**src/rtl/ps2_key_decoder.sv**
```systemverilog
// PS/2 keyboard receiver and scancode decoder driving note, octave, amplitude and ADSR controls.
// Define PS2_PARITY_CHECK_EN to reject frames whose data+parity bits are not odd.
module ps2_key_decoder #(
    parameter int unsigned FILTER_LEN     = 8,
    parameter int unsigned TIMEOUT_CYCLES = 50000
) (
    input  logic       clk,
    input  logic       reset,
    input  logic       ps2_clk,
    input  logic       ps2_dat,
    output logic       note_in,
    output logic [3:0] note,
    output logic       octave_plus_plus,
    output logic       octave_minus_minus,
    output logic       amp_plus_plus,
    output logic       amp_minus_minus,
    output logic [1:0] ADSR_selector,
    output logic       ADSR_plus_plus,
    output logic       ADSR_minus_minus,
    output logic       scan_valid,
    output logic [7:0] scan_code,
    output logic       frame_err
);

    localparam int unsigned FW = $clog2(FILTER_LEN + 1);
    localparam int unsigned TW = $clog2(TIMEOUT_CYCLES + 1);

    typedef enum logic [1:0] {
        ST_IDLE,
        ST_DATA,
        ST_PARITY,
        ST_STOP
    } state_t;

    logic          r_clk_s1, r_clk_s2;
    logic          r_dat_s1, r_dat_s2;
    logic          r_clk_filt;
    logic [FW-1:0] r_filt_cnt;
    logic          w_fall;
    logic          w_dat;

    state_t        r_state, w_state_nxt;
    logic [7:0]    r_shift, w_shift_nxt;
    logic [2:0]    r_bit_cnt, w_bit_cnt_nxt;
    logic [TW-1:0] r_wdog;
    logic          w_timeout;
    logic          w_accept;
    logic          w_err;
`ifdef PS2_PARITY_CHECK_EN
    logic          r_par, w_par_nxt;
`endif

    logic          r_scan_valid;
    logic [7:0]    r_scan_code;
    logic          r_frame_err;

    logic          r_note_in;
    logic [3:0]    r_note;
    logic          r_ext, r_brk;
    logic          r_oct_p, r_oct_m, r_amp_p, r_amp_m, r_adsr_p, r_adsr_m;
    logic [1:0]    r_sel;
    logic [4:0]    w_map;

    always_ff @(posedge clk) begin
        if (reset) begin
            r_clk_s1 <= 1'b1;
            r_clk_s2 <= 1'b1;
            r_dat_s1 <= 1'b1;
            r_dat_s2 <= 1'b1;
        end else begin
            r_clk_s1 <= ps2_clk;
            r_clk_s2 <= r_clk_s1;
            r_dat_s1 <= ps2_dat;
            r_dat_s2 <= r_dat_s1;
        end
    end

    // Filtered clock flips only after FILTER_LEN consecutive samples disagree with it.
    always_ff @(posedge clk) begin
        if (reset) begin
            r_clk_filt <= 1'b1;
            r_filt_cnt <= '0;
        end else if (r_clk_s2 == r_clk_filt) begin
            r_filt_cnt <= '0;
        end else if (r_filt_cnt == FW'(FILTER_LEN - 1)) begin
            r_clk_filt <= r_clk_s2;
            r_filt_cnt <= '0;
        end else begin
            r_filt_cnt <= r_filt_cnt + 1'b1;
        end
    end

    assign w_fall    = r_clk_filt && !r_clk_s2 && (r_filt_cnt == FW'(FILTER_LEN - 1));
    assign w_dat     = r_dat_s2;
    assign w_timeout = (r_state != ST_IDLE) && !w_fall && (r_wdog == TW'(TIMEOUT_CYCLES - 1));

    always_comb begin
        w_state_nxt   = r_state;
        w_shift_nxt   = r_shift;
        w_bit_cnt_nxt = r_bit_cnt;
        w_accept      = 1'b0;
        w_err         = 1'b0;
`ifdef PS2_PARITY_CHECK_EN
        w_par_nxt     = r_par;
`endif
        case (r_state)
            ST_IDLE: begin
                if (w_fall && !w_dat) begin
                    w_state_nxt   = ST_DATA;
                    w_bit_cnt_nxt = '0;
                end
            end
            ST_DATA: begin
                if (w_fall) begin
                    w_shift_nxt = {w_dat, r_shift[7:1]};
                    if (r_bit_cnt == 3'd7) begin
                        w_state_nxt = ST_PARITY;
                    end else begin
                        w_bit_cnt_nxt = r_bit_cnt + 3'd1;
                    end
                end
            end
            ST_PARITY: begin
                if (w_fall) begin
`ifdef PS2_PARITY_CHECK_EN
                    w_par_nxt   = w_dat;
`endif
                    w_state_nxt = ST_STOP;
                end
            end
            ST_STOP: begin
                if (w_fall) begin
                    w_state_nxt = ST_IDLE;
`ifdef PS2_PARITY_CHECK_EN
                    if (w_dat && (^{r_shift, r_par})) begin
                        w_accept = 1'b1;
                    end else begin
                        w_err = 1'b1;
                    end
`else
                    if (w_dat) begin
                        w_accept = 1'b1;
                    end else begin
                        w_err = 1'b1;
                    end
`endif
                end
            end
            default: w_state_nxt = ST_IDLE;
        endcase
        if (w_timeout) begin
            w_state_nxt = ST_IDLE;
        end
    end

    always_ff @(posedge clk) begin
        if (reset) begin
            r_state      <= ST_IDLE;
            r_shift      <= '0;
            r_bit_cnt    <= '0;
            r_wdog       <= '0;
            r_scan_valid <= 1'b0;
            r_scan_code  <= '0;
            r_frame_err  <= 1'b0;
`ifdef PS2_PARITY_CHECK_EN
            r_par        <= 1'b0;
`endif
        end else begin
            r_state      <= w_state_nxt;
            r_shift      <= w_shift_nxt;
            r_bit_cnt    <= w_bit_cnt_nxt;
            r_scan_valid <= w_accept;
            r_frame_err  <= w_err;
`ifdef PS2_PARITY_CHECK_EN
            r_par        <= w_par_nxt;
`endif
            if (w_accept) begin
                r_scan_code <= r_shift;
            end
            if (w_state_nxt == ST_IDLE || w_fall) begin
                r_wdog <= '0;
            end else begin
                r_wdog <= r_wdog + 1'b1;
            end
        end
    end

    // {valid, semitone} for the piano-row keys.
    function automatic logic [4:0] f_note_map(input logic [7:0] code);
        logic [4:0] m;
        m = '0;
        case (code)
            8'h1C: m = {1'b1, 4'd0};
            8'h1D: m = {1'b1, 4'd1};
            8'h1B: m = {1'b1, 4'd2};
            8'h24: m = {1'b1, 4'd3};
            8'h23: m = {1'b1, 4'd4};
            8'h2B: m = {1'b1, 4'd5};
            8'h2C: m = {1'b1, 4'd6};
            8'h34: m = {1'b1, 4'd7};
            8'h35: m = {1'b1, 4'd8};
            8'h33: m = {1'b1, 4'd9};
            8'h3C: m = {1'b1, 4'd10};
            8'h3B: m = {1'b1, 4'd11};
            default: m = '0;
        endcase
        return m;
    endfunction

    assign w_map = f_note_map(r_scan_code);

    always_ff @(posedge clk) begin
        if (reset) begin
            r_note_in <= 1'b0;
            r_note    <= '0;
            r_ext     <= 1'b0;
            r_brk     <= 1'b0;
            r_oct_p   <= 1'b0;
            r_oct_m   <= 1'b0;
            r_amp_p   <= 1'b0;
            r_amp_m   <= 1'b0;
            r_adsr_p  <= 1'b0;
            r_adsr_m  <= 1'b0;
            r_sel     <= '0;
        end else begin
            r_oct_p  <= 1'b0;
            r_oct_m  <= 1'b0;
            r_amp_p  <= 1'b0;
            r_amp_m  <= 1'b0;
            r_adsr_p <= 1'b0;
            r_adsr_m <= 1'b0;
            if (r_scan_valid) begin
                if (r_scan_code == 8'hE0) begin
                    r_ext <= 1'b1;
                end else if (r_scan_code == 8'hF0) begin
                    r_brk <= 1'b1;
                end else begin
                    r_ext <= 1'b0;
                    r_brk <= 1'b0;
                    // Extended keys never act; a break only releases the held note.
                    if (!r_ext) begin
                        if (r_brk) begin
                            if (w_map[4] && (w_map[3:0] == r_note)) begin
                                r_note_in <= 1'b0;
                            end
                        end else begin
                            if (w_map[4]) begin
                                r_note    <= w_map[3:0];
                                r_note_in <= 1'b1;
                            end
                            case (r_scan_code)
                                8'h1A: r_oct_m  <= 1'b1;
                                8'h22: r_oct_p  <= 1'b1;
                                8'h21: r_amp_m  <= 1'b1;
                                8'h2A: r_amp_p  <= 1'b1;
                                8'h31: r_adsr_m <= 1'b1;
                                8'h3A: r_adsr_p <= 1'b1;
                                8'h16: r_sel    <= 2'd0;
                                8'h1E: r_sel    <= 2'd1;
                                8'h26: r_sel    <= 2'd2;
                                8'h25: r_sel    <= 2'd3;
                                default: ;
                            endcase
                        end
                    end
                end
            end
        end
    end

    assign note_in            = r_note_in;
    assign note               = r_note;
    assign octave_plus_plus   = r_oct_p;
    assign octave_minus_minus = r_oct_m;
    assign amp_plus_plus      = r_amp_p;
    assign amp_minus_minus    = r_amp_m;
    assign ADSR_selector      = r_sel;
    assign ADSR_plus_plus     = r_adsr_p;
    assign ADSR_minus_minus   = r_adsr_m;
    assign scan_valid         = r_scan_valid;
    assign scan_code          = r_scan_code;
    assign frame_err          = r_frame_err;

endmodule

```
**config.mk**
```make
export PLATFORM = sky130hd
export DESIGN_NAME = ps2_key_decoder
export DESIGN_NICKNAME = d
export VERILOG_FILES = /design/src/rtl/ps2_key_decoder.sv
export SDC_FILE = /design/constraint.sdc
export NUM_CORES = 1
export LEC_CHECK = 0
export BUFFER_PORTS_ARGS = -buffer_cell sky130_fd_sc_hd__buf_2
export CORE_MARGIN = 2
export CORE_UTILIZATION = 30
export DETAILED_ROUTE_END_ITERATION = 12
export GPL_TIMING_DRIVEN = 0
export HOLD_SLACK_MARGIN = 0.02
export PLACE_DENSITY = 0.44
export SLEW_MARGIN = 40
export SYNTH_ARGS = -nofsm -noshare
export SYNTH_HDL_FRONTEND = slang
export SYNTH_SLANG_ARGS = --single-unit
export TNS_END_PERCENT = 30
```
**constraint.sdc**
```tcl
create_clock -name clk -period 5.7 [get_ports clk]
set_input_delay 0.855 -clock clk [delete_from_list [all_inputs] [get_ports clk]]
set_output_delay 0.855 -clock clk [all_outputs]
set_load 0.02 [all_outputs]
```
==> out/qor.yml <==
n_antenna_cell: 0
r2r_end: "amp_plus_plus"
min_path_cells: 1
synth.top_cell.area_share: 0.448
start_util: 0.306
gr-total-overflow: 0
whs_ps: 408
rows: 35
cts_setup_buffers: 0
port_buffers: 25
nets: 361
cellLeakagePower_nw: 1.18
hold-path-endpoint: "r_clk_s2"
relSlewSlack: 0.573
grt_max_degree: 11
htreeDepth: 3
critical_path.max_fanout: 10
synth_cells: 316
hold_path_class: "register to register"
max_freq_mhz: 456
avgSynthCellArea_um2: 8.92
multi_input_area_mm2: 0.00146
die_x_um: 101
nFillCells: 958
place_area_mm2: 0.00308
dieArea_mm2: 0.0102
period_needed_ps: 2190
ys.flop_type: "dfxtp_1"
rsz0062_at_grt: "false"
drive_above_1_share: 0.152
synth_top_area_cell: "dfxtp_1"
dr.pass1.iters: 4
die_h_um: 101
syn-cell-area_mm2: 0.00282
layout_commonest_cell: "dfxtp_1"
crit_path_end_kind: "register"
p_per_area_mw_per_mm2: 242
cts_inserted_buffers: 9
hp-start: "r_clk_s1"
cts-resized-gates: 0
grtUsageTotal: 0.133
antenna_found_initial: 0
slowest_stage: "a41oi_1"
power.total_mw: 0.787
synth_seq_cells: 63
async_reset_ff_frac: 0
gp_congestion: 0.773
cp_data_arrival_time_ps: 2450
synth_nets: 325
path_cells: "clkbuf_1 > nor4_1 > a41oi_1 > nand2_1 > or3_1 > nor3_1"
clk_latency_ps: 340
path_clk_slew_ps: 60
vdd_drop_max_uv: 126
reg2reg_from: "scan_code[2]"
fin_skew_ps: 5.28
core-area_mm2: 0.00920
grt_pass1_vias: 2181
drtIter0Drc: 59
grt_pass1_wl_mm: 10.6
cts_tree: "built"
hpwl_mm: 4.48
synth_cell_types: 49
min_period_over_period: 0.384
setup_tns_ps: 0
crit_type: "register to register"
reg2reg_depth: 6
layout_common_cells: "dfxtp_1 (63), nor2_1 (61), buf_2 (30), mux2i_1 (23), nand2_1 (20)"
synth-seq-area-share: 0.448
synth_edf_count: 0
cp.required_ps: 5960
start_kind: "register"
cts.path.max_buffers: 2
hold_viol_final: 0
drtAntennaViolNets: 0
final-max-slew-violation-count: 0
ios: 27
cts_root_buf: "clkbuf_8"
fin_area_mm2: 0.00325
worst_path_largest_cell_delay_ps: 460
ys_warn_count: 0
drc: 0
cp-startpoint: "scan_code[2]"
path_buf_inv: 1
synth_area_leaders: "dfxtp_1 (45%), nor2_1 (8.3%), mux2i_1 (8.2%)"
ctsHoldBuffers: 0
vias_per_cell: 4.91
r2r_slack_ps: 3510
numClockSinks: 63
drv_cap: 0
synthToLayoutAreaGrowth_pct: 15.3
crit_family: "simple AND/OR/NAND/NOR gates"
detail_route.wl_per_cell_um: 13.4
setup_violations: 0
worst_pin_slew_ps: 641
wl_mm: 6.26
via_count: 2288
regArea_mm2: 0.00126
status: "completed"
## power breakdown
group	internal [mW]	switching [mW]
combinational	0.00275	0.00654
clock	0.176	0.159
sequential	0.442	0.000779
## layer usage
metal	vias up	global-route usage	wire [um]
met5	-	0	0
met4	0	0.0655	118
met3	10	0.0395	260
met2	38	0.204	2810
met1	1061	0.170	3070
li1	1179	-	-
## worst reg2reg max path: cells and delay by family, from the launching register on
kind,cells,cell delay (ps)
and+or+nand+nor,4,940
AOI/OAI and AO/OA,1,460
DFF,1,380
buffers and inverters,1,350
## how the worst max path moves through the flow
| stage | to | cells after the start |
|---|---|---|
| after floorplan | note_in | 6 |
| after global routing | amp_plus_plus | 6 |
| after global placement | r_wdog[14] | 5 |
| final | amp_plus_plus | 6 |
| after CTS | amp_plus_plus | 6 |
| after detailed placement | r_wdog[14] | 5 |
## cell type report
type	count	share of cell area
flip-flops and latches	63	0.388
inverters	10	0.0116
clock buffers	13	0.0489
plain buffers	14	0.0185
well taps	111	0.0428
clock inverters	1	0.00154
multi-input cells	229	0.450
repair buffers	25	0.0385
## Yosys cell counts, drive strengths merged (2+ instances only)
master / instances
a41oi: 4
or2: 6
a31o: 2
ha: 5
nand4b: 2
or4: 4
nor4: 4
nand3b: 3
nor3: 5
or3: 4
xnor2: 10
xor2: 7
clkbuf: 9
buf: 5
a21oi: 6
nand2: 20
o21ai: 11
nor2b: 3
inv: 9
or3b: 3
o2111ai: 2
dfxtp: 63
nor2: 62
nand3: 10
mux2i: 23
nand2b: 4
o22ai: 2
nand4: 7
or4bb: 4
nor3b: 2
## flip-flops by register name (all words and copies together), names as in the netlist, 2 cells and up
| signal | count |
|---|---|
| r_shift | 8 |
| note | 4 |
| r_wdog | 16 |
| r_filt_cnt | 4 |
| scan_code | 8 |
| r_state | 2 |
| ADSR_selector | 2 |
| r_bit_cnt | 3 |
## cell families after synthesis
family                     synth area share
AOI/OAI and AO/OA                    0.0946
and+or+nand+nor                       0.266
buffers and inverters                0.0346
muxes                                0.0817
adders and majority gates            0.0222
xor gates and xnor gates             0.0528
DFF                                   0.448
## through the flow
step / util / cells / setup slack (ps)
2_1_floorplan: - / 316 / 3700
3_3_place_gp: 0.335 / 452 / 3350
3_5_place_dp: 0.335 / 452 / 3350
4_1_cts: 0.353 / 466 / 3500
5_1_grt: 0.353 / 466 / 3330
6_report: 0.353 / 466 / 3510
Power figures use the tool's default switching activity.
